===== src/rtl/lib_switchblock_pkg.sv =====
// Shared definitions for the DEM switching-tree family.
//   DEM_INPUT_WIDTH   : default code width (signed two's complement)
//   dem_mode_e        : per-sample switching mode
//   LFSR_TAPS         : 16-bit Fibonacci LFSR taps 16,14,13,11 as a bit mask
//   LFSR_DEFAULT_SEED : default non-zero LFSR reset value
package lib_switchblock_pkg;

   localparam int          DEM_INPUT_WIDTH   = 16;
   localparam logic [15:0] LFSR_TAPS         = 16'hB400;
   localparam logic [15:0] LFSR_DEFAULT_SEED = 16'hACE1;

   typedef enum logic [1:0] {
      DEM_STATIC  = 2'b00,
      DEM_SHAPED  = 2'b01,
      DEM_RANDOM  = 2'b10,
      DEM_ILLEGAL = 2'b11
   } dem_mode_e;

endpackage


===== src/rtl/dem_switch_node.sv =====
// One registered DEM split node.
//   clk_i, reset_i : clock, synchronous active-high reset
//   valid_i        : stage input valid; output registers and state bit only move on it
//   mode_i         : switching mode travelling with this sample
//   rand_bit_i     : this node's LFSR bit captured with the sample
//   x_i            : node value
//   a_o / b_o      : left / right child, a_o + b_o == x_i
module dem_switch_node
   import lib_switchblock_pkg::*;
#(
   parameter int WIDTH = DEM_INPUT_WIDTH
) (
   input  logic                    clk_i,
   input  logic                    reset_i,
   input  logic                    valid_i,
   input  dem_mode_e               mode_i,
   input  logic                    rand_bit_i,
   input  logic signed [WIDTH-1:0] x_i,
   output logic signed [WIDTH-1:0] a_o,
   output logic signed [WIDTH-1:0] b_o
);

   localparam logic signed [WIDTH-1:0] ONE = 1;

   logic                    p_q;
   logic                    odd;
   logic                    s_pos;
   logic signed [WIDTH-1:0] half;
   logic signed [WIDTH-1:0] a_d;
   logic signed [WIDTH-1:0] b_d;

   // (x+s)>>>1 and (x-s)>>>1 rewritten as floor(x/2) plus a carry of one
   // into whichever child the sign of s favours; cannot overflow WIDTH.
   always_comb begin
      odd = x_i[0];
      case (mode_i)
         DEM_SHAPED: s_pos = ~p_q;
         DEM_RANDOM: s_pos = rand_bit_i;
         default:    s_pos = 1'b1;   // static and illegal
      endcase
      half = x_i >>> 1;
      a_d  = half;
      b_d  = half;
      if (odd) begin
         if (s_pos) a_d = half + ONE;
         else       b_d = half + ONE;
      end
   end

   // p follows every valid odd value so shaping stays first-order even
   // across mode changes.
   always_ff @(posedge clk_i) begin
      if (reset_i) begin
         p_q <= 1'b0;
         a_o <= '0;
         b_o <= '0;
      end else if (valid_i) begin
         if (odd) p_q <= ~p_q;
         a_o <= a_d;
         b_o <= b_d;
      end
   end

endmodule


===== src/rtl/dem_switch_tree.sv =====
// Parametrised DEM switching tree: splits a signed code into 2**NUM_LAYERS
// unit-element codes through NUM_LAYERS registered split stages.
//   clk_i, reset_i : clock, synchronous active-high reset
//   valid_i        : input sample valid
//   mode_i         : 00 static, 01 shaped, 10 random, 11 illegal (runs as static)
//   x_in_i         : signed input code
//   valid_o        : valid_i delayed NUM_LAYERS cycles
//   x_out_o        : leaf j at [j*INPUT_WIDTH +: INPUT_WIDTH]
//   zero_flag_o    : output sample was zero
//   mode_err_o     : output sample was launched with mode 11
//   sum_err_o      : leaf sum differs from delayed input
module dem_switch_tree
   import lib_switchblock_pkg::*;
#(
   parameter int          INPUT_WIDTH = DEM_INPUT_WIDTH,
   parameter int          NUM_LAYERS  = 3,
   parameter logic [15:0] LFSR_SEED   = LFSR_DEFAULT_SEED
) (
   input  logic                                   clk_i,
   input  logic                                   reset_i,
   input  logic                                   valid_i,
   input  logic [1:0]                             mode_i,
   input  logic signed [INPUT_WIDTH-1:0]          x_in_i,
   output logic                                   valid_o,
   output logic [(2**NUM_LAYERS)*INPUT_WIDTH-1:0] x_out_o,
   output logic                                   zero_flag_o,
   output logic                                   mode_err_o,
   output logic                                   sum_err_o
);

   localparam int NUM_LEAVES = 2**NUM_LAYERS;
   localparam int NUM_NODES  = NUM_LEAVES - 1;
   localparam int SUM_W      = INPUT_WIDTH + NUM_LAYERS;

   // stage k signals: index 0 is the live input, k>0 the registered copy
   logic [NUM_LAYERS:0]                      vld_pipe;
   logic [NUM_LAYERS-1:0]                    vld_q;
   dem_mode_e                                mode_pipe [NUM_LAYERS+1];
   dem_mode_e                                mode_q    [NUM_LAYERS];
   logic [NUM_LAYERS:0][INPUT_WIDTH-1:0]     x_pipe;
   logic [NUM_LAYERS-1:0][INPUT_WIDTH-1:0]   x_q;
   logic [15:0]                              lfsr_q;
   logic [NUM_LEAVES-1:0][INPUT_WIDTH-1:0]   leaves;
   logic [SUM_W-1:0]                         leaf_sum;

   always_comb begin
      vld_pipe     = {vld_q, valid_i};
      x_pipe       = {x_q, x_in_i};
      mode_pipe[0] = dem_mode_e'(mode_i);
      for (int k = 0; k < NUM_LAYERS; k++) mode_pipe[k+1] = mode_q[k];
   end

   always_ff @(posedge clk_i) begin
      if (reset_i) begin
         vld_q  <= '0;
         x_q    <= '0;
         lfsr_q <= LFSR_SEED;
         for (int k = 0; k < NUM_LAYERS; k++) mode_q[k] <= DEM_STATIC;
      end else begin
         vld_q <= vld_pipe[NUM_LAYERS-1:0];
         for (int k = 0; k < NUM_LAYERS; k++) begin
            if (vld_pipe[k]) begin
               mode_q[k] <= mode_pipe[k];
               x_q[k]    <= x_pipe[k];
            end
         end
         if (valid_i) lfsr_q <= {lfsr_q[14:0], ^(lfsr_q & LFSR_TAPS)};
      end
   end

   // Each layer carries only the random bits of its own and deeper nodes
   // (flat node index k uses LFSR bit k mod 16), dropping its own bits as
   // the sample moves on.
   for (genvar l = 0; l < NUM_LAYERS; l++) begin : g_layer
      localparam int NN = 2**l;
      localparam int LO = NN - 1;

      logic [NN-1:0][INPUT_WIDTH-1:0]   d;
      logic [2*NN-1:0][INPUT_WIDTH-1:0] q;
      logic [NUM_NODES-1:LO]            rnd_s;

      if (l == 0) begin : g_in
         assign d = x_in_i;
         always_comb begin
            for (int k = 0; k < NUM_NODES; k++) rnd_s[k] = lfsr_q[k % 16];
         end
      end else begin : g_in
         assign d = g_layer[l-1].q;
         always_ff @(posedge clk_i) begin
            if (reset_i)            rnd_s <= '0;
            else if (vld_pipe[l-1]) rnd_s <= g_layer[l-1].rnd_s[NUM_NODES-1:LO];
         end
      end

      for (genvar n = 0; n < NN; n++) begin : g_node
         dem_switch_node #(.WIDTH(INPUT_WIDTH)) u_node (
            .clk_i      (clk_i),
            .reset_i    (reset_i),
            .valid_i    (vld_pipe[l]),
            .mode_i     (mode_pipe[l]),
            .rand_bit_i (rnd_s[LO+n]),
            .x_i        (d[n]),
            .a_o        (q[2*n]),
            .b_o        (q[2*n+1])
         );
      end
   end

   assign leaves  = g_layer[NUM_LAYERS-1].q;
   assign x_out_o = leaves;

   always_comb begin
      leaf_sum = '0;
      for (int j = 0; j < NUM_LEAVES; j++)
         leaf_sum = leaf_sum + {{NUM_LAYERS{leaves[j][INPUT_WIDTH-1]}}, leaves[j]};
   end

   assign valid_o     = vld_pipe[NUM_LAYERS];
   assign zero_flag_o = vld_pipe[NUM_LAYERS] & (x_pipe[NUM_LAYERS] == '0);
   assign mode_err_o  = vld_pipe[NUM_LAYERS] & (mode_pipe[NUM_LAYERS] == DEM_ILLEGAL);
   assign sum_err_o   = vld_pipe[NUM_LAYERS] &
                        (leaf_sum != {{NUM_LAYERS{x_pipe[NUM_LAYERS][INPUT_WIDTH-1]}},
                                      x_pipe[NUM_LAYERS]});

endmodule


===== config.mk =====
export PLATFORM = sky130hd
export DESIGN_NAME = dem_switch_tree
export DESIGN_NICKNAME = d
export VERILOG_FILES = /design/src/rtl/lib_switchblock_pkg.sv /design/src/rtl/dem_switch_node.sv /design/src/rtl/dem_switch_tree.sv
export SDC_FILE = /design/constraint.sdc
export NUM_CORES = 1
export LEC_CHECK = 0
export BUFFER_PORTS_ARGS = -buffer_cell sky130_fd_sc_hd__buf_2
export CAP_MARGIN = 20
export CORE_ASPECT_RATIO = 1.2
export CORE_MARGIN = 3
export CORE_UTILIZATION = 55
export DETAILED_ROUTE_END_ITERATION = 8
export PLACE_DENSITY = 0.77
export SYNTH_ARGS = -nofsm -noshare
export SYNTH_HDL_FRONTEND = slang
export SYNTH_SLANG_ARGS = --single-unit

===== constraint.sdc =====
create_clock -name clk_i -period 5.17 [get_ports clk_i]
set_clock_uncertainty 0.1 [all_clocks]
set_input_delay 0 -clock clk_i [delete_from_list [all_inputs] [get_ports clk_i]]
set_output_delay 0 -clock clk_i [all_outputs]
set_load 0.02 [all_outputs]

== After elaboration in Yosys (flattened, before gate mapping) ==
Memories as Yosys holds them, arrays and structs flattened.
Cells that the tools add are included.
Widths: inputs -> output; s select.
Word-level totals
  output and inout port bits: 132
  bits in registers: 308
  bits in writable memories: 6
  memories: 1
Memory list
  mode_q: words 3, bits a word 2, read ports 3, clocked after Yosys merged registers in 0, write ports 3, RTL line dem_switch_tree.sv:39  | dem_mode_e mode_q [NUM_LAYERS];
Operators by class
  bitwise operators: 13
  $add $sub $neg: 14
  reductions and logical operators: 9
  equality and inequality tests: 8
  multiplexer cells: 49
Operators with widths (count)
  $mux 16: 28
  $add 15x2->16 const B: 7
  $add 19x19->19: 4
  $add 18x16->19: 1
  $ne 19x19->1: 1
  $add 17x16->18: 1
  $add 16x16->17: 1
  $logic_not 16->1: 1
  $reduce_xor 16->1: 1
  $pmux 1 s2: 7
  $reduce_and 2->1: 7
  $mux 1: 11
  $eq 2x2->1 const B: 4
  $not 1->1: 7
  $eq 2x1->1 const B: 3
  $mux 2: 3
  $and 1x1->1: 3
  $or 1x1->1: 3

== Depth between registers and ports, before layout ==
  depth after elaboration: 9
  mapped depth: 20

== Cells and area by module ==
From an unflattened synthesis, not the netlist that was laid out.
Unflattened totals
  cells, all modules: 2101
  area total of the unflattened synthesis: 18838.1 µm²
By module, submodules not included
  dem_switch_node: seq. area each 660.6 µm², area an instance 1785.5 µm², cells an instance 211, times used 7
  dem_switch_tree: seq. area each 1661.6 µm², area an instance 6339.8 µm², cells an instance 624, times used 1

== Worst setup path before layout ==
Ideal clock, no wire load.
  kind: register to output
  from: register g_layer[2].g_node[0].u_node.a_o[2]
  to: output port sum_err_o
  cell stages (with the launch flop): 19
  path buffers: 0
  arrival: 5156 ps
  setup slack: -86 ps
  cells stage by stage: dfxtp_1 -> fa_1 -> inv_1 -> fa_1 -> fa_1 -> fa_1 -> inv_1 -> ha_1 -> inv_1 -> fa_1 -> nor2b_1 -> o21a_1 -> a311o_2 -> a2111oi_4 -> or4_2 -> o211ai_1 -> and3_1 -> mux2i_1 -> o41a_1
On the way
  longest elaborated chain between the ends: 9
RTL lines
  from (decl): RTL line dem_switch_node.sv:19  | output logic signed [WIDTH-1:0] a_o,
  from (signal assigned): RTL line dem_switch_node.sv:55  | a_o <= '0;
  from (signal assigned): RTL line dem_switch_node.sv:59  | a_o <= a_d;
  $add 16x16->17: RTL line dem_switch_tree.sv:115  | leaf_sum = leaf_sum + {{NUM_LAYERS{leaves[j][INPUT_WIDTH-1]}}, leaves[j]};
  $add 17x16->18: RTL line dem_switch_tree.sv:115
  $add 18x16->19: RTL line dem_switch_tree.sv:115
  $add 19x19->19 (4 in series): RTL line dem_switch_tree.sv:115
  $ne 19x19->1: RTL line dem_switch_tree.sv:122  | (leaf_sum != {{NUM_LAYERS{x_pipe[NUM_LAYERS][INPUT_WIDTH-1]}},
  $and 1x1->1: RTL line dem_switch_tree.sv:121  | assign sum_err_o = vld_pipe[NUM_LAYERS] &
  to (decl): RTL line dem_switch_tree.sv:28  | output logic sum_err_o
No other way between the ends.

== Worst setup path in the final report ==
  from: register g_layer[2].g_node[1].u_node.a_o[2]
  to: output port sum_err_o
On the way
  longest elaborated chain between the ends: 8
RTL lines (RTL line)
  from (decl): dem_switch_node.sv:19
  from (signal assigned): dem_switch_node.sv:55
  from (signal assigned): dem_switch_node.sv:59
  $add 17x16->18: dem_switch_tree.sv:115
  $add 18x16->19: dem_switch_tree.sv:115
  $add 19x19->19 (4 in series): dem_switch_tree.sv:115
  $ne 19x19->1: dem_switch_tree.sv:122
  $and 1x1->1: dem_switch_tree.sv:121
No other way between the ends.

==> results.json <==
{
  "outcome": "complete, but fails checks",
  "failing_checks": "negative setup slack",
  "clock_latency_ns": 0.51,
  "achievable-frequency_ghz": 0.173,
  "initial_core_util_pct": 56.7,
  "dieHeight_um": 202,
  "finalSetupTns_ns": -0.610,
  "wp_data_required_ns": 5.07,
  "grt_util_all_layers_pct": 29.2,
  "cts.clk_slew.worst_paths_ns": 0.06,
  "synth_commonest_cells": "sky130_fd_sc_hd__dfxtp_1, sky130_fd_sc_hd__nor2_1, sky130_fd_sc_hd__nand2_1",
  "nFillCells": 2538,
  "route.detailed.vias_per_inst": 5.76,
  "share_of_the_cycle_needed_by_the_critical_path_after_routing_pct": 112,
  "worst_hold_startpoint": "x_in_i[2]",
  "setup_crit_end_kind": "output port",
  "detail_route.wirelength_um": 50900,
  "number_of_hold_violations_in_the_final_report": 0,
  "critPathMostFrequentCell": "sky130_fd_sc_hd__fa_1",
  "cp_data_arrival_time_ns": 5.68,
  "hold_class": "in -> reg",
  "firstDrtPassIters": 5,
  "number_of_setup_violations_in_the_final_report": 1,
  "timing.slew.headroom_pct": 27.6,
  "drt_first_iter_violations": 1604,
  "antenna_cells": 0,
  "synth_fa_ha_area_share_pct": 13.6,
  "max_cap_violations": 0,
  "mappedNetlistArea_um2": 17500,
  "total_overflow_reported_by_the_global_router": 0,
  "actual_slew_at_the_worst_max_slew_pin_ns": 1.09,
  "ir_worst_vdd_mv": 0.300,
  "design.portCount": 153,
  "detail_route.wl_per_cell_um": 19.6,
  "grt_antenna_before_repair": 0,
  "pd_cells_nw_per_um2": 314,
  "async_reset_ff_share_pct": 0,
  "place.detailed.hpwl_um": 38200,
  "power.leakage_nw": 8.02,
  "grt_start_max_net_pins": 113,
  "area_delta_synth_final_pct": 16.2,
  "worstSetupStartpoint": "g_layer[2].g_node[1].u_node.a_o[2]$_SDFFE_PP0P_",
  "final_util_pct": 65.9,
  "r2r_start": "mode_q[0][3]$_SDFFCE_PP0P_",
  "syn_area_per_cell_um2": 8.71,
  "synth_cell_types": 50,
  "drt.antenna.violating_nets": 0,
  "criticalPathCategory": "reg -> out",
  "drt_drc_violations_left": 0,
  "synth_xor_area_share_pct": 10.6,
  "netlist.area_leader.share_pct": 34.8,
  "cts_htree_levels": 2,
  "final_period_minus_worst_setup_slack_ns": 5.78,
  "finalMaxSlewViolations": 0,
  "grt_first_pass_wirelength_um": 79000,
  "synth.yosys.seq_area_share_pct": 35.9,
  "portBuffers": 152,
  "die-area_um2": 34100,
  "cell_count_after_synthesis": 2013,
  "total_nets_final": 2328,
  "cts_buffers": 34,
  "combinational_family_with_the_most_area_after_synthesis": "simple AND/OR/NAND/NOR gates",
  "num_vias": 14900,
  "netlist_top_cells_area": "sky130_fd_sc_hd__dfxtp_1, sky130_fd_sc_hd__fa_1, sky130_fd_sc_hd__xor2_1",
  "synth.ff_latch_count": 311,
  "via_count_of_the_first_global_routing_pass": 14500,
  "synthDominantAreaCellType": "sky130_fd_sc_hd__dfxtp_1",
  "critPathMaxStageDelay_ns": 0.58,
  "layout_setup_ws_ns": -0.610,
  "multi_input_area_um2": 10200,
  "synth.most_common_cell": "sky130_fd_sc_hd__dfxtp_1",
  "cp_max_fo": 2,
  "slowest_stage": "sky130_fd_sc_hd__fa_1",
  "ff2ff_setup_slack_ns": 2.27,
  "synth_compound_gate_area_share_pct": 12.8,
  "ctsLongestPathBuffers": 3,
  "critical_path.cell_chain": "fa_1 -> inv_1 -> fa_1 -> fa_1 -> fa_1 -> inv_1 -> ha_2 -> inv_2 -> fa_2 -> nor2b_1 -> o21a_1 -> a311o_2 -> buf_4 -> buf_4 -> a21o_2 -> a21oi_2 -> xnor2_1 -> nand4_1 -> o41a_1 -> buf_6",
  "row_count": 70,
  "postSynth.topFlopCell": "sky130_fd_sc_hd__dfxtp_1",
  "reg_area_um2": 6290,
  "ys_warn_count": 0,
  "synth_edf_count": 6,
  "setup_repair_after_global_routing_missed_its_margin": "yes",
  "critical_path.startpoint_type": "register",
  "clock_root_buffer": "sky130_fd_sc_hd__clkbuf_16",
  "core_um2": 30900,
  "tritoncts": "done",
  "drive_above_1_share_pct": 13.8,
  "globalplace.congestion": 0.940,
  "die_width_um": 169,
  "synth_simple_gate_area_share_pct": 17.2,
  "syn_nets": 2165,
  "synth_mux_area_share_pct": 3.77,
  "cts_num_sinks": 311
}
==> what timing repair did <==
| item | in CTS | in global routing |
|---|---|---|
| setup buffers | 4 | 0 |
| pin swaps | 12 | 2 |
| endpoints found under the hold margin | 98 | 0 |
| hold buffers | 27 | 0 |
| setup endpoints to repair | 1 | 1 |
| gates cloned | 0 | 0 |
| resized for setup | 12 | 2 |
==> cell families (layout without fill, tap and decap cells) <==
family                     Yosys count  count (layout)
AOI/OAI and AO/OA                  326             326
xor gates and xnor gates           212             212
adders and majority gates          131             131
buffers and inverters              287             474
DFF                                311             311
muxes                               66              66
and+or+nand+nor                    680             680
==> stage by stage <==
stage | power, W | cell area, um^2 | hold slack (ns) | std cells | worst slack, ns
floorplan | 0.00345 | 17500 | 0.0472 | 2013 | 0.0206
global placement | 0.00380 | 18800 | 0.203 | 2505 | -0.140
finish | 0.00639 | 20400 | 0.259 | 2596 | -0.610
CTS | 0.00640 | 20300 | 0.247 | 2596 | -0.620
detailed placement | 0.00383 | 18800 | 0.230 | 2505 | -0.249
global route | 0.00664 | 20400 | 0.282 | 2596 | -0.807
==> cell usage in the layout, fill, tap and decap left out, types with 11 or more instances in the layout <==
| master | synthesis | layout |
|---|---|---|
| sky130_fd_sc_hd__fa_1 | 99 | 97 |
| sky130_fd_sc_hd__o22ai_1 | 13 | 13 |
| sky130_fd_sc_hd__nand4_1 | 21 | 21 |
| sky130_fd_sc_hd__and2_1 | 11 | 11 |
| sky130_fd_sc_hd__xnor2_1 | 71 | 70 |
| sky130_fd_sc_hd__buf_2 | 0 | 149 |
| sky130_fd_sc_hd__o21ai_0 | 79 | 79 |
| sky130_fd_sc_hd__inv_1 | 169 | 168 |
| sky130_fd_sc_hd__nand2_1 | 198 | 198 |
| sky130_fd_sc_hd__nand2b_1 | 14 | 13 |
| sky130_fd_sc_hd__dlygate4sd3_1 | 0 | 27 |
| sky130_fd_sc_hd__mux2i_1 | 66 | 66 |
| sky130_fd_sc_hd__nor3_1 | 12 | 11 |
| sky130_fd_sc_hd__xor2_1 | 141 | 141 |
| sky130_fd_sc_hd__buf_4 | 0 | 67 |
| sky130_fd_sc_hd__a211oi_1 | 127 | 126 |
| sky130_fd_sc_hd__nor2_1 | 277 | 276 |
| sky130_fd_sc_hd__clkbuf_16 | 0 | 36 |
| sky130_fd_sc_hd__ha_1 | 32 | 31 |
| sky130_fd_sc_hd__and3_1 | 44 | 44 |
| sky130_fd_sc_hd__dfxtp_1 | 305 | 302 |
| sky130_fd_sc_hd__nand3_1 | 48 | 48 |
| sky130_fd_sc_hd__a311oi_1 | 32 | 32 |
| sky130_fd_sc_hd__or3_1 | 25 | 25 |
| sky130_fd_sc_hd__a21oi_1 | 37 | 35 |
==> report_power, final <==
part	switching [W]	total, W	internal [W]	leakage, nW
registers	0.000172	0.00269	0.00252	2.56
clock network	0.000989	0.00256	0.00157	0.587
logic	0.000660	0.00114	0.000481	4.87
total	0.00182	0.00639	0.00457	8.02
==> layout make-up <==
class / count / share of cell area, %
inverters: 169 / 3.12
clock inverters: 13 / 0.860
flip-flops and latches: 311 / 30.9
multi-input cells: 1415 / 50.1
repair buffers: 245 / 7.57
clock buffers: 47 / 4.97
well taps: 396 / 2.43
==> layer usage <==
layer | up-vias | global-route usage [%] | wire (um)
met2 | 588 | 49.3 | 24500
met1 | 7178 | 37.3 | 20500
met5 | - | 0 | 0
met4 | 0 | 12.9 | 2620
met3 | 132 | 4.01 | 3290
li1 | 7048 | - | -
==> path summary, 6_finish.rpt <==
path / endpoint / cells after the start
worst max-delay path: sum_err_o / 20
worst max register to register: g_layer[2].g_node[3].u_node.a_o[9]$_SDFFE_PP0P_ / 9
worst min register to register: lfsr_q[11]$_SDFFE_PP1P_ / 1
worst min-delay path: g_layer[0].g_node[0].u_node.a_o[1]$_SDFFE_PP0P_ / 4
==> worst max-delay path: cells and delay by family, from the launching register on <==
family                   cells  cell delay (ns)
XOR/XNOR                     1             0.13
AND/OR/NAND/NOR              2             0.20
adder cells (fa/ha/maj)      6             2.49
buffers and inverters        6             0.61
flip-flops                   1             0.33
AO/OA/AOI/OAI                5             1.40
==> registers in the layout, indices dropped and copies added, names as in the netlist <==
signal	count
lfsr_q	16
x_pipe	48
mode_q	6
g_layer.g_node.u_node.a_o	112
vld_q	3
g_layer.g_node.u_node.b_o	112
g_layer.g_node.u_node.p_q	7
g_layer.rnd_s	7
Note: power is estimated with default switching activity, not from simulation.
